**config.mk**
```make
export PLATFORM = sky130hd
export DESIGN_NAME = apb_regfile_slave
export DESIGN_NICKNAME = d
export VERILOG_FILES = /design/src/rtl/apb_pkg.sv /design/src/rtl/apb_wait_ctr.sv /design/src/rtl/apb_regfile_slave.sv
export SDC_FILE = /design/constraint.sdc
export NUM_CORES = 1
export LEC_CHECK = 0
export CAP_MARGIN = 20
export CORE_UTILIZATION = 59
export CTS_BUF_LIST = sky130_fd_sc_hd__clkbuf_16
export DETAILED_ROUTE_END_ITERATION = 6
export MAX_ROUTING_LAYER = met4
export PLACE_DENSITY_LB_ADDON = 0.25
export SYNTH_ARGS = -nofsm -noshare
export SYNTH_HDL_FRONTEND = slang
export SYNTH_SLANG_ARGS = --single-unit
```
**constraint.sdc**
```tcl
create_clock -name s_axi_clk -period 5.6 [get_ports s_axi_clk]
set_input_delay 0.56 -clock s_axi_clk [delete_from_list [all_inputs] [get_ports s_axi_clk]]
set_output_delay 0.56 -clock s_axi_clk [all_outputs]
set_load 0.005 [all_outputs]
```
**src/rtl/apb_pkg.sv**
```systemverilog
// Shared definitions for the APB register-file slave: FSM encoding and register map helpers.
package apb_pkg;

  typedef enum logic {
    ST_IDLE = 1'b0,
    ST_WAIT = 1'b1
  } apb_state_t;

  localparam int IDX_W     = 6;
  localparam int MAX_REGS  = 64;
  localparam int CNT_W     = 4;

  // The transfer counter always occupies the last slot of the map.
  function automatic int xfer_cnt_idx(input int num_regs);
    return num_regs - 1;
  endfunction

endpackage

```
**src/rtl/apb_wait_ctr.sv**
```systemverilog
// Access-phase wait-state counter: load on setup, count down while the master waits.
module apb_wait_ctr #(
  parameter int WIDTH = 4
) (
  input  logic             s_axi_clk,
  input  logic             s_axi_aresetn,
  input  logic             load,
  input  logic             dec,
  input  logic [WIDTH-1:0] load_val,
  output logic             zero
);

  logic [WIDTH-1:0] cnt_reg;

  always_ff @(posedge s_axi_clk or negedge s_axi_aresetn) begin
    if (!s_axi_aresetn) begin
      cnt_reg <= '0;
    end else if (load) begin
      cnt_reg <= load_val;
    end else if (dec && !zero) begin
      cnt_reg <= cnt_reg - 1'b1;
    end
  end

  assign zero = (cnt_reg == '0);

endmodule

```
**src/rtl/apb_regfile_slave.sv**
```systemverilog
// APB slave exposing NUM_REGS-1 byte-strobed R/W registers plus a read-only transfer counter.
module apb_regfile_slave
  import apb_pkg::*;
#(
  parameter logic [31:0] BASE_ADDR   = 32'h0000_0000,
  parameter int          NUM_REGS    = 16,
  parameter int          WAIT_STATES = 2
) (
  input  logic        s_axi_clk,
  input  logic        s_axi_aresetn,
  input  logic [31:0] paddr,
  input  logic        psel,
  input  logic        penable,
  input  logic        pwrite,
  input  logic [31:0] pwdata,
  input  logic [3:0]  pstrb,
  input  logic [2:0]  pprot,
  output logic        pready,
  output logic [31:0] prdata,
  output logic        pslverr
);

  localparam logic [IDX_W-1:0] XFER_IDX = IDX_W'(xfer_cnt_idx(NUM_REGS));

  apb_state_t state_reg, state_next;
  logic       ctr_load, ctr_dec, ctr_zero;

  logic [31:0]      offset;
  logic             hit;
  logic [IDX_W-1:0] index;
  logic             wr_commit;
  logic [31:0]      xfer_cnt_reg;
  logic [31:0]      rd_vec [MAX_REGS];
  logic             unused_pprot;

  assign unused_pprot = ^pprot;

  apb_wait_ctr #(
    .WIDTH(CNT_W)
  ) u_wait_ctr (
    .s_axi_clk    (s_axi_clk),
    .s_axi_aresetn(s_axi_aresetn),
    .load         (ctr_load),
    .dec          (ctr_dec),
    .load_val     (CNT_W'(WAIT_STATES)),
    .zero         (ctr_zero)
  );

  always_ff @(posedge s_axi_clk or negedge s_axi_aresetn) begin
    if (!s_axi_aresetn) begin
      state_reg <= ST_IDLE;
    end else begin
      state_reg <= state_next;
    end
  end

  always_comb begin
    state_next = state_reg;
    ctr_load   = 1'b0;
    ctr_dec    = 1'b0;
    pready     = 1'b0;
    case (state_reg)
      ST_IDLE: begin
        // psel with penable already high means we missed the setup phase.
        if (psel && !penable) begin
          state_next = ST_WAIT;
          ctr_load   = 1'b1;
        end
      end
      ST_WAIT: begin
        if (penable && ctr_zero) begin
          pready     = 1'b1;
          state_next = ST_IDLE;
        end else if (!psel) begin
          state_next = ST_IDLE;
        end else if (penable) begin
          ctr_dec = 1'b1;
        end
      end
      default: state_next = ST_IDLE;
    endcase
  end

  // Modular subtraction lets addresses below BASE_ADDR wrap high and miss.
  assign offset    = paddr - BASE_ADDR;
  assign hit       = (paddr[1:0] == 2'b00) && (offset < 32'(4 * NUM_REGS));
  assign index     = offset[7:2];
  assign wr_commit = pready && pwrite && hit && (index != XFER_IDX);

  always_ff @(posedge s_axi_clk or negedge s_axi_aresetn) begin
    if (!s_axi_aresetn) begin
      xfer_cnt_reg <= '0;
    end else if (pready) begin
      xfer_cnt_reg <= xfer_cnt_reg + 32'd1;
    end
  end

  genvar gi;
  generate
    for (gi = 0; gi < MAX_REGS; gi++) begin : g_reg
      if (gi < NUM_REGS - 1) begin : g_rw
        logic [31:0] word_reg;
        always_ff @(posedge s_axi_clk or negedge s_axi_aresetn) begin
          if (!s_axi_aresetn) begin
            word_reg <= '0;
          end else if (wr_commit && (index == IDX_W'(gi))) begin
            for (int b = 0; b < 4; b++) begin
              if (pstrb[b]) begin
                word_reg[8*b +: 8] <= pwdata[8*b +: 8];
              end
            end
          end
        end
        assign rd_vec[gi] = word_reg;
      end else if (gi == NUM_REGS - 1) begin : g_cnt
        assign rd_vec[gi] = xfer_cnt_reg;
      end else begin : g_none
        assign rd_vec[gi] = '0;
      end
    end
  endgenerate

  assign prdata  = (pready && !pwrite && hit) ? rd_vec[index] : 32'd0;
  assign pslverr = pready && (!hit || (pwrite && (index == XFER_IDX)));

endmodule
```
# Word-level counts from Yosys, hierarchy flattened
# Index checks and enable logic that the tools add are counted.
# Widths: inputs -> output; s select.
# totals
word_cells,197
regBits,517
romBits,0
latch_bits,0
memories,0
in_bits,76
output_inout_bits,34
mem_bits_rw,0
# op_classes
n_lt_le_gt_ge,2
n_bitwise,2
n_addsub,2
n_mul,0
shift,0
mux,17
reduce_logical,95
n_eq_ne,16
n_div,0
# op_table
op,n
$bmux 32 s6,1
$reduce_and 2->1,60
$mux 32,3
$eq 6x4->1 const B,8
$add 32x1->32 const B,1
$lt 32x7->1 const B,1
$logic_and 1x1->1,26
$eq 6x3->1 const B,4
$eq 6x2->1 const B,2
$mux 1,10
$mux 4,2
$ge 7x7->1 const B,1
$not 6->7,1
$eq 6x1->1 const B,1
$logic_not 6->1,1
$ne 6x4->1 const B,1
$logic_not 1->1,4
$logic_not 4->1,1
$sub 4x1->4 const B,1
$logic_not 2->1,1
$pmux 1 s2,1
$reduce_bool 2->1,1
$logic_or 1x1->1,1
$not 1->1,1

# Logic depth before layout (Yosys ltp)
# Gate-level depths: netlist of the first run.
# logic_depth
depth_word,9
depth_mapped,8
mapped_depth_nobuf,6

# Modules after synthesis
# A second synthesis of the first run with hierarchy kept.
# unflattened
hier_cells,1534
hier_area_um2,23891.7
# by_module_without_submodules
module,area_each_um2,cells_each,instances
apb_regfile_slave,23638.9,1507,1
apb_wait_ctr,252.7,27,1

# Worst setup path after synthesis of the first run
# No wires, ideal clock.
# synth_path
kind,input port to output port
from,input paddr[12]
to,output prdata[0]
cell_stages,7
t_arrival_ps,2076
required_ps,5040
setup_slack_ps,2964
cell_sequence,nor4_1 > nand3_1 > clkbuf_1 > or4_1 > clkbuf_1 > clkbuf_1 > a21oi_1
# synth_via
elab_chain_len,4
# synth_rtl
item,line_no,source
from (decl),apb_regfile_slave.sv:11,"input logic [31:0] paddr,"
$lt 32x7->1,apb_regfile_slave.sv:86,assign hit = (paddr[1:0] == 2'b00) && (offset < 32'(4 * NUM_REGS));
$logic_and 1x1->1,apb_regfile_slave.sv:86,
$logic_and 1x1->1,apb_regfile_slave.sv:123,assign prdata = (pready && !pwrite && hit) ? rd_vec[index] : 32'd0;
$mux 32,apb_regfile_slave.sv:123,
to (decl),apb_regfile_slave.sv:19,"output logic [31:0] prdata,"
# No other way between the ends.

# Final worst setup path of the first run
# layout_path
from,register u_wait_ctr.cnt_reg[0]
to,output prdata[30]
# layout_via
elab_chain_len,7
# layout_rtl
item,line_no,source
from (decl),apb_wait_ctr.sv:13,logic [WIDTH-1:0] cnt_reg;
from (signal assigned),apb_wait_ctr.sv:19,cnt_reg <= load_val;
from (signal assigned),apb_wait_ctr.sv:21,cnt_reg <= cnt_reg - 1'b1;
$logic_not 4->1,apb_wait_ctr.sv:25,assign zero = (cnt_reg == '0);
$logic_and 1x1->1,apb_regfile_slave.sv:71,if (penable && ctr_zero) begin
$mux 1,apb_regfile_slave.sv:71,
$mux 1,apb_regfile_slave.sv:62,case (state_reg)
$logic_and 1x1->1 (2 in a row),apb_regfile_slave.sv:123,
$mux 32,apb_regfile_slave.sv:123,
# No other way between the ends.

==> results.json, run 1 <==
{
  "status": "complete, no violations",
  "cts_buffers": 51,
  "clk_pin_slew_ps": 60,
  "intPower_mw": 5.644,
  "syn-num-nets": 1717,
  "hold_viol_final": 0,
  "synth-async-reset-ratio_pct": 100.0,
  "critPathKind": "flop to primary output",
  "power_frac_clock_pct": 42.3,
  "coreArea_mm2": 0.04204,
  "end_kind": "primary output",
  "seq_power_share_pct": 51.2,
  "cts_tree": "done",
  "post_cts_buffers": 0,
  "drive_gt1_share_pct": 44.18,
  "leakagePower_nw": 13.25,
  "setup_viol": 0,
  "ys.flop_type": "dfrtp_1",
  "vias": 14770,
  "fin_crit_sh_pct": 79.86,
  "maxCapViolCount": 0,
  "rsz0062_at_grt": "no",
  "grt_max_degree": 151,
  "grt_pass1_wl_um": 90540,
  "io_buffers": 106,
  "synth-edff-count": 0,
  "clock_skew_ps": 21.34,
  "final_common_cell": "dfrtp_1",
  "yosysWarnings": 0,
  "final-seq-area_mm2": 0.01294,
  "fp.dieW_um": 208.6,
  "nFillCells": 2974,
  "h-tree-depth": 2,
  "final_antenna_net_count": 0,
  "period_minus_slack_ps": 4472,
  "drt_pass1_iterations": 6,
  "finalSetupTns_ps": 0,
  "crit_fanout": 29,
  "start_util_pct": 59.90,
  "cts_root_buf": "clkbuf_16",
  "vdd_ir_drop_max_mv": 0.2422,
  "clockBufferDepth": 3,
  "synth.distinct_cells": 43,
  "routedWlPerCell_um": 24.87,
  "drt_iter0_drc": 1244,
  "slew_headroom_pct": 23.96,
  "worst_pin_slew_ps": 1138,
  "dieArea_mm2": 0.04352,
  "cp.required_ps": 5040,
  "grt_usage_pct": 27.98,
  "yosysSeqAreaShare_pct": 51.37,
  "finalWirelength_um": 56630,
  "slew_viol_final": 0,
  "global_route.usage.met3_pct": 4.659,
  "row_count": 75,
  "dieHeight_um": 208.6,
  "drt-vias-per-instance": 6.485,
  "ys_ff_latch": 517,
  "switching_power_mw": 1.751,
  "start_kind": "flop",
  "switching_share_pct": 23.68,
  "insertion_delay_ps": 590,
  "multiInputGateArea_mm2": 0.01174,
  "syn_to_final_growth_pct": 11.88,
  "hold_class": "input pin to async pin",
  "arrival_ps": 3910,
  "remaining_drc_errors": 0,
  "clock_sinks": 517,
  "use_met1_pct": 38.16,
  "syn_area_mm2": 0.02518,
  "cts-hold-fix-buffers": 0,
  "busiest_layer": "met2",
  "met2_usage_pct": 43.67,
  "place_congestion": 0.8296,
  "p_total_mw": 7.395,
  "syn_avg_cell_area_um2": 15.37,
  "finalNetCount": 1778,
  "largest_reg_flops": 480,
  "post_cts_resized": 0,
  "overflow": 0,
  "p_per_area_mw_per_mm2": 262.5,
  "first_global_vias": 15530,
  "syn_inst": 1638,
  "antenna_found_initial": 2,
  "power_frac_comb_pct": 6.5,
  "mostFrequentLayoutCells": "dfrtp_1, mux2_2, mux4_2",
  "fmax_ghz": 0.2236,
  "post-dp-hpwl_um": 34550,
  "ios": 110
}
[kinds of logic (layout without fill, tap and decap cells)]
| kind of cell | count (synthesis) | count (layout) | share of synthesized area [%] |
|---|---|---|---|
| other | 0 | 2 | 0 |
| AO/OA/AOI/OAI | 108 | 108 | 2.916 |
| multiplexers | 610 | 610 | 32.99 |
| adder cells (fa/ha/maj) | 3 | 3 | 0.1491 |
| AND/OR/NAND/NOR | 237 | 237 | 9.286 |
| buffers and inverters | 132 | 230 | 2.206 |
| XOR/XNOR | 31 | 31 | 1.078 |
| flip-flops | 517 | 517 | 51.37 |
[worst paths after layout]
path | from | to | slack (ps) | cells past startpoint
min in group s_axi_clk | xfer_cnt_reg[31] | xfer_cnt_reg[31] | 490 | 1
max in group asynchronous | s_axi_aresetn | g_reg[8].g_rw.word_reg[20] | 4150 | 2
setup reg to reg | u_wait_ctr.cnt_reg[0] | g_reg[9].g_rw.word_reg[16] | 2260 | 8
hold / removal | s_axi_aresetn | g_reg[0].g_rw.word_reg[29] | 20 | 1
setup / recovery | u_wait_ctr.cnt_reg[0] | prdata[30] | 1130 | 9
hold reg to reg | xfer_cnt_reg[31] | xfer_cnt_reg[31] | 490 | 1
[cells in the mapped netlist, types with 8 or more instances]
library cell	instances	area share (%)
inv_1	9	0.13
mux2_2	481	22
nand3_1	47	0.93
and3b_1	10	0.35
dfrtp_1	517	51
nor4_4	61	5.2
nand2_1	17	0.25
mux4_2	128	11
nor4_1	11	0.27
xnor2_1	21	0.73
a21oi_1	32	0.64
xor2_1	10	0.35
nand4_1	39	0.97
and3_1	8	0.20
a22oi_1	64	1.9
buf_2	30	0.60
nor3_1	10	0.20
clkbuf_1	89	1.3
[power by group through the flow]
stage          sequential (mW)  combinational (mW)  clock, mW
6_report                  3.78               0.483       3.13
4_1_cts                   3.78               0.487       3.20
5_1_grt                   3.79               0.529       3.34
2_1_floorplan             3.84               0.265          0
3_5_place_dp              3.85               0.485          0
3_3_place_gp              3.85               0.473          0
[cell type report]
cell class / count / share of cell area (%)
antenna: 2 / 0.01776
inverter: 9 / 0.1199
timing repair buffer: 131 / 4.614
clock inverter: 39 / 0.7460
sequential: 517 / 45.92
multi-input combinational: 989 / 41.66
tap: 539 / 2.394
clock buffer: 51 / 4.529
[critical path: stages (launching register included)]
cell	delay [ps]
dfrtp_1	380
inv_1	130
ha_1	220
and3b_1	170
buf_4	330
nand2_4	80
or4_1	760
buf_4	410
a21oi_1	270
clkdlybuf4s50_1	550
[through the flow]
| stage | cell area [µm²] | cells | setup WS [ps] | util (%) | hold WS (ps) |
|---|---|---|---|---|---|
| floorplan | 25180 | 1638 | 2964 | - | 264.4 |
| global placement | 26670 | 2184 | 1219 | 63.45 | 474.3 |
| detailed placement | 26670 | 2184 | 1184 | 63.45 | 482.0 |
| CTS | 28160 | 2274 | 1143 | 66.98 | 41.08 |
| global route | 28180 | 2277 | 997.2 | 67.02 | 63.57 |
| finish | 28180 | 2277 | 1128 | 67.02 | 21.16 |
[routing by layer]
| layer | share of wire [%] | vias to the layer above |
|---|---|---|
| met5 | 0 | - |
| met4 | 2.9 | 0 |
| met3 | 4.9 | 111 |
| met2 | 49 | 335 |
| met1 | 43 | 7898 |
| li1 | - | 6422 |
Note: power is estimated with default switching activity, not from simulation.
==> run 2, diff against run 1 <==
==> constraint.sdc (replaced) <==
create_clock -name s_axi_clk -period 4.25 [get_ports s_axi_clk]
set_input_delay 0.425 -clock s_axi_clk [delete_from_list [all_inputs] [get_ports s_axi_clk]]
set_output_delay 0.425 -clock s_axi_clk [all_outputs]
set_load 0.005 [all_outputs]
==> results.json, run 2 (same netlist as run 1, synthesis figures left out) <==
{
  "status": "finished with violations",
  "violations": "hold timing",
  "post_cts_buffers": 0,
  "finalNetCount": 1815,
  "arrival_ps": 3300,
  "p_per_area_mw_per_mm2": 347.7,
  "maxCapViolCount": 0,
  "dieArea_mm2": 0.04352,
  "fin_util_pct": 68.04,
  "whs_ps": -83.69,
  "cts_buffers": 53,
  "fp.dieW_um": 208.6,
  "clk_pin_slew_ps": 60,
  "final_common_cell": "dfrtp_1",
  "post-dp-hpwl_um": 36440,
  "drive_gt1_share_pct": 46.09,
  "clock_skew_ps": 20.82,
  "drt-vias-per-instance": 6.491,
  "crit_fanout": 32,
  "start_kind": "flop",
  "cp.required_ps": 3830,
  "hold_viol_final": 29,
  "final_antenna_net_count": 0,
  "h-tree-depth": 2,
  "worst_pin_slew_ps": 1143,
  "insertion_delay_ps": 600,
  "first_global_vias": 16370,
  "overflow": 0,
  "grt_max_degree": 138,
  "row_count": 75,
  "fmax_ghz": 0.2686,
  "vias": 15040,
  "clock_sinks": 517,
  "critPathKind": "flop to primary output",
  "finalSetupTns_ps": 0,
  "largest_reg_flops": 480,
  "hold_class": "input pin to async pin",
  "finalWirelength_um": 56790,
  "end_kind": "primary output",
  "clockBufferDepth": 3,
  "mostFrequentLayoutCells": "dfrtp_1, mux2_2, mux4_2",
  "grt_pass1_wl_um": 93540,
  "io_buffers": 106,
  "leakagePower_nw": 13.49,
  "cts_tree": "done",
  "fin_crit_sh_pct": 87.60,
  "start_util_pct": 59.90,
  "slew_headroom_pct": 23.78,
  "drt_iter0_drc": 849,
  "slew_viol_final": 0,
  "vdd_ir_drop_max_mv": 0.2771,
  "placed_area_mm2": 0.02702,
  "post_cts_resized": 0,
  "ios": 110,
  "routedWlPerCell_um": 24.51,
  "coreArea_mm2": 0.04204,
  "rsz0062_at_grt": "no",
  "postLayoutCellArea_mm2": 0.02860,
  "dieHeight_um": 208.6,
  "setup_viol": 0,
  "cts_root_buf": "clkbuf_16",
  "antenna_found_initial": 1,
  "cts-hold-fix-buffers": 0,
  "postLayoutSetupSlackWorst_ps": 527.1,
  "drt_pass1_iterations": 5,
  "grt_usage_pct": 28.52,
  "place_congestion": 0.7611,
  "pre_cts_ws_ps": 631.2,
  "remaining_drc_errors": 0,
  "period_minus_slack_ps": 3723,
  "syn_to_final_growth_pct": 13.58
}
[run 2: cell count changes in the layout (fill, tap and decap cells not counted), sizes merged]
cell | previous run | this run
buf | 27 | 62
diode | 2 | 1
clkbuf | 52 | 54
clkinv | 20 | 27
inv | 26 | 19
clkinvlp | 0 | 4
[run 2: worst max-delay path: stages (launching register included)]
cell,delay (ps)
dfrtp_1,380
inv_1,140
ha_1,240
and3b_1,240
nand2_4,70
or4_1,500
buf_4,310
a21oi_1,240
clkdlybuf4s50_1,540
[run 2: metal layers]
layer  track usage [%]  up-vias  routed length, µm
met3             4.043      111               2645
met2             44.99      345              28180
li1                  -     6497                  -
met4             9.356        0               1543
met5                 -        -                  0
met1             38.61     8086              24430
[run 2: cell type report]
type	count	area [µm²]
sequential	517	12940
timing repair buffer	166	1634
antenna	1	2.502
clock buffer	53	1326
inverter	9	33.78
multi-input combinational	989	11740
clock inverter	43	257.7
tap	539	674.4
fill	2911	13440
[run 2: final timing paths]
check,from,depth (start not counted),slack [ps],endpoint
worst max register to register,u_wait_ctr.cnt_reg[0],8,1120,g_reg[1].g_rw.word_reg[20]
worst min register to register,xfer_cnt_reg[31],1,490,xfer_cnt_reg[31]
worst min-delay path,s_axi_aresetn,1,-80,g_reg[8].g_rw.word_reg[25]
min in group s_axi_clk,xfer_cnt_reg[31],1,490,xfer_cnt_reg[31]
worst max-delay path,u_wait_ctr.cnt_reg[0],8,530,prdata[8]
max in group asynchronous,s_axi_aresetn,2,3180,g_reg[7].g_rw.word_reg[1]
[run 2: stage by stage]
stage / power [mW] / instances
2_1_floorplan: 5.413 / 1638
5_1_grt: 10.29 / 2317
3_5_place_dp: 5.745 / 2220
4_1_cts: 10.04 / 2316
6_report: 9.945 / 2317
3_3_place_gp: 5.722 / 2220
[run 2: where the power goes]
part	switching (mW)	internal [mW]	total, mW	leakage (nW)
combinational	0.444	0.225	0.669	5.48
clock	1.91	2.38	4.29	0.811
sequential	0.0376	4.95	4.99	7.20
==> run 3, diff against run 2 <==
--- a/config.mk
+++ b/config.mk
@@ -9,6 +9,7 @@
 export CORE_UTILIZATION = 59
 export CTS_BUF_LIST = sky130_fd_sc_hd__clkbuf_16
 export DETAILED_ROUTE_END_ITERATION = 6
+export GPL_TIMING_DRIVEN = 0
 export MAX_ROUTING_LAYER = met4
 export PLACE_DENSITY_LB_ADDON = 0.25
 export SYNTH_ARGS = -nofsm -noshare
==> results.json, run 3 (same netlist as run 1, synthesis figures left out) <==
{
  "overflow": 0,
  "slowest_stage": "clkdlybuf4s50_1",
  "setup_viol": 0,
  "drt-vias-per-instance": 6.662,
  "max_stage_delay_ps": 570,
  "status": "complete, no violations",
  "mostFrequentLayoutCells": "dfrtp_1, mux2_2, mux4_2",
  "ios": 110,
  "remaining_drc_errors": 0,
  "pre_cts_ws_ps": -580.6,
  "arrival_ps": 3810,
  "dieHeight_um": 208.6,
  "slew_headroom_pct": 14.35,
  "antenna_found_initial": 0,
  "finalNetCount": 1883,
  "startpoint": "paddr[5]",
  "crit_chain": "clkdlybuf4s50_1 > clkbuf_1 > clkbuf_1 > nor2b_1 > clkbuf_2 > clkbuf_2 > a22oi_1 > a21oi_1 > clkdlybuf4s50_1",
  "clk_pin_slew_ps": 60,
  "start_kind": "input pin",
  "clock_skew_ps": 24.67,
  "post-dp-hpwl_um": 45050,
  "crit_fanout": 10,
  "p_per_area_mw_per_mm2": 351.9,
  "reg2reg_depth": 8,
  "cp.required_ps": 3830,
  "routedWlPerCell_um": 29.40,
  "cts_tree": "done",
  "dpl.cell_count": 2287,
  "slew_viol_final": 0,
  "start_util_pct": 59.90,
  "largest_reg_flops": 480,
  "critPathKind": "input pin to primary output",
  "cts_buffers": 52,
  "r2r-start": "u_wait_ctr.cnt_reg[0]",
  "hold_class": "input pin to async pin",
  "first_global_vias": 16640,
  "final_cells": 2386,
  "coreArea_mm2": 0.04204,
  "nFillCells": 2904,
  "io_buffers": 105,
  "vias": 15900,
  "postLayoutSetupSlackWorst_ps": 11.74,
  "hold_viol_final": 0,
  "final-seq-area_mm2": 0.01294,
  "worstReg2RegEnd": "g_reg[8].g_rw.word_reg[6]",
  "fmax_ghz": 0.2359,
  "fp.dieW_um": 208.6,
  "rsz0062_at_grt": "no",
  "clockBufferDepth": 3,
  "final_common_cell": "dfrtp_1",
  "grt_usage_pct": 34.49,
  "finalWirelength_um": 70150,
  "final_antenna_net_count": 0,
  "leakagePower_nw": 13.49,
  "post_cts_buffers": 0,
  "drive_gt1_share_pct": 43.45,
  "grt_max_degree": 125,
  "vdd_ir_drop_max_mv": 0.4794,
  "h-tree-depth": 2,
  "clock_sinks": 517,
  "maxCapViolCount": 0,
  "reg2reg_setup_slack_ps": 820,
  "worst_pin_slew_ps": 1285,
  "fin_crit_sh_pct": 99.72,
  "drt_iter0_drc": 1476,
  "row_count": 75,
  "drt_pass1_iterations": 6,
  "grt_pass1_wl_um": 106300,
  "syn_to_final_growth_pct": 14.09,
  "end_kind": "primary output",
  "cts_root_buf": "clkbuf_16",
  "period_minus_slack_ps": 4238,
  "multiInputGateArea_mm2": 0.01172,
  "dieArea_mm2": 0.04352,
  "insertion_delay_ps": 610,
  "place_congestion": 0.9881
}
[run 3: cell count changes in the layout (fill, tap and decap cells not counted), sizes merged]
cell	before	now
clkinv	27	22
clkinvlp	4	1
clkdlybuf4s50	103	104
clkbuf	54	140
inv	19	25
bufinv	2	3
buf	62	44
dlygate4sd3	0	1
[run 3: worst max path at each step]
stage / end / slack (ps) / depth (start not counted)
6_report: prdata[30] / 10 / 9
5_1_grt: prdata[30] / 5 / 9
4_1_cts: prdata[27] / 8 / 8
3_5_place_dp: prdata[19] / -580 / 9
3_3_place_gp: g_reg[1].g_rw.word_reg[11] / -18910 / 1
2_1_floorplan: prdata[0] / 1760 / 8
[run 3: layer usage]
metal	up-vias	global-route usage, %	part of all wire [%]
met4	0	15.42	4.7
li1	6608	-	-
met1	8484	47.11	42
met2	643	51.17	47
met5	-	-	0
met3	161	6.057	7.0
[run 3: what timing repair did]
item / 4_1_cts / 5_1_grt
endpoints found under the setup margin: 31 / 22
endpoints found under the hold margin: 85 / 0
hold buffers: 1 / 0
pin swaps: 0 / 0
gates resized for setup: 19 / 14
[run 3: metrics by stage]
| step | power [mW] | util, % | hold WS (ps) | area [µm²] | setup TNS (ps) |
|---|---|---|---|---|---|
| floorplan | 5.413 | - | 129.4 | 25180 | 0 |
| global placement | 5.786 | 64.01 | 472.1 | 26910 | -9756880 |
| detailed placement | 5.811 | 64.33 | 456.3 | 27050 | -12000 |
| CTS | 10.16 | 68.29 | 427.3 | 28710 | 0 |
| global route | 10.43 | 68.34 | 463.6 | 28730 | 0 |
| finish | 10.11 | 68.35 | 414.2 | 28730 | 0 |
[run 3: cell type report]
| class | instances | area share (%) |
|---|---|---|
| antenna | 1 | 0.008709 |
| buffer | 123 | 1.925 |
| clock buffer | 54 | 4.703 |
| clock inverter | 42 | 0.9188 |
| inverter | 9 | 0.1176 |
| multi-input combinational | 989 | 40.77 |
| sequential | 517 | 45.03 |
| tap | 539 | 2.347 |
| timing repair buffer | 112 | 4.185 |
[run 3: where the power goes]
group,internal (mW),switching (mW),leakage (nW)
clock,2.46,1.91,0.854
sequential,4.95,0.0331,7.20
combinational,0.233,0.522,5.44
[run 3: critical path: cells and delay by family]
| family | cells | cell delay, ps |
|---|---|---|
| AO/OA/AOI/OAI | 2 | 410 |
| AND/OR/NAND/NOR | 1 | 190 |
| buffers and inverters | 6 | 2770 |
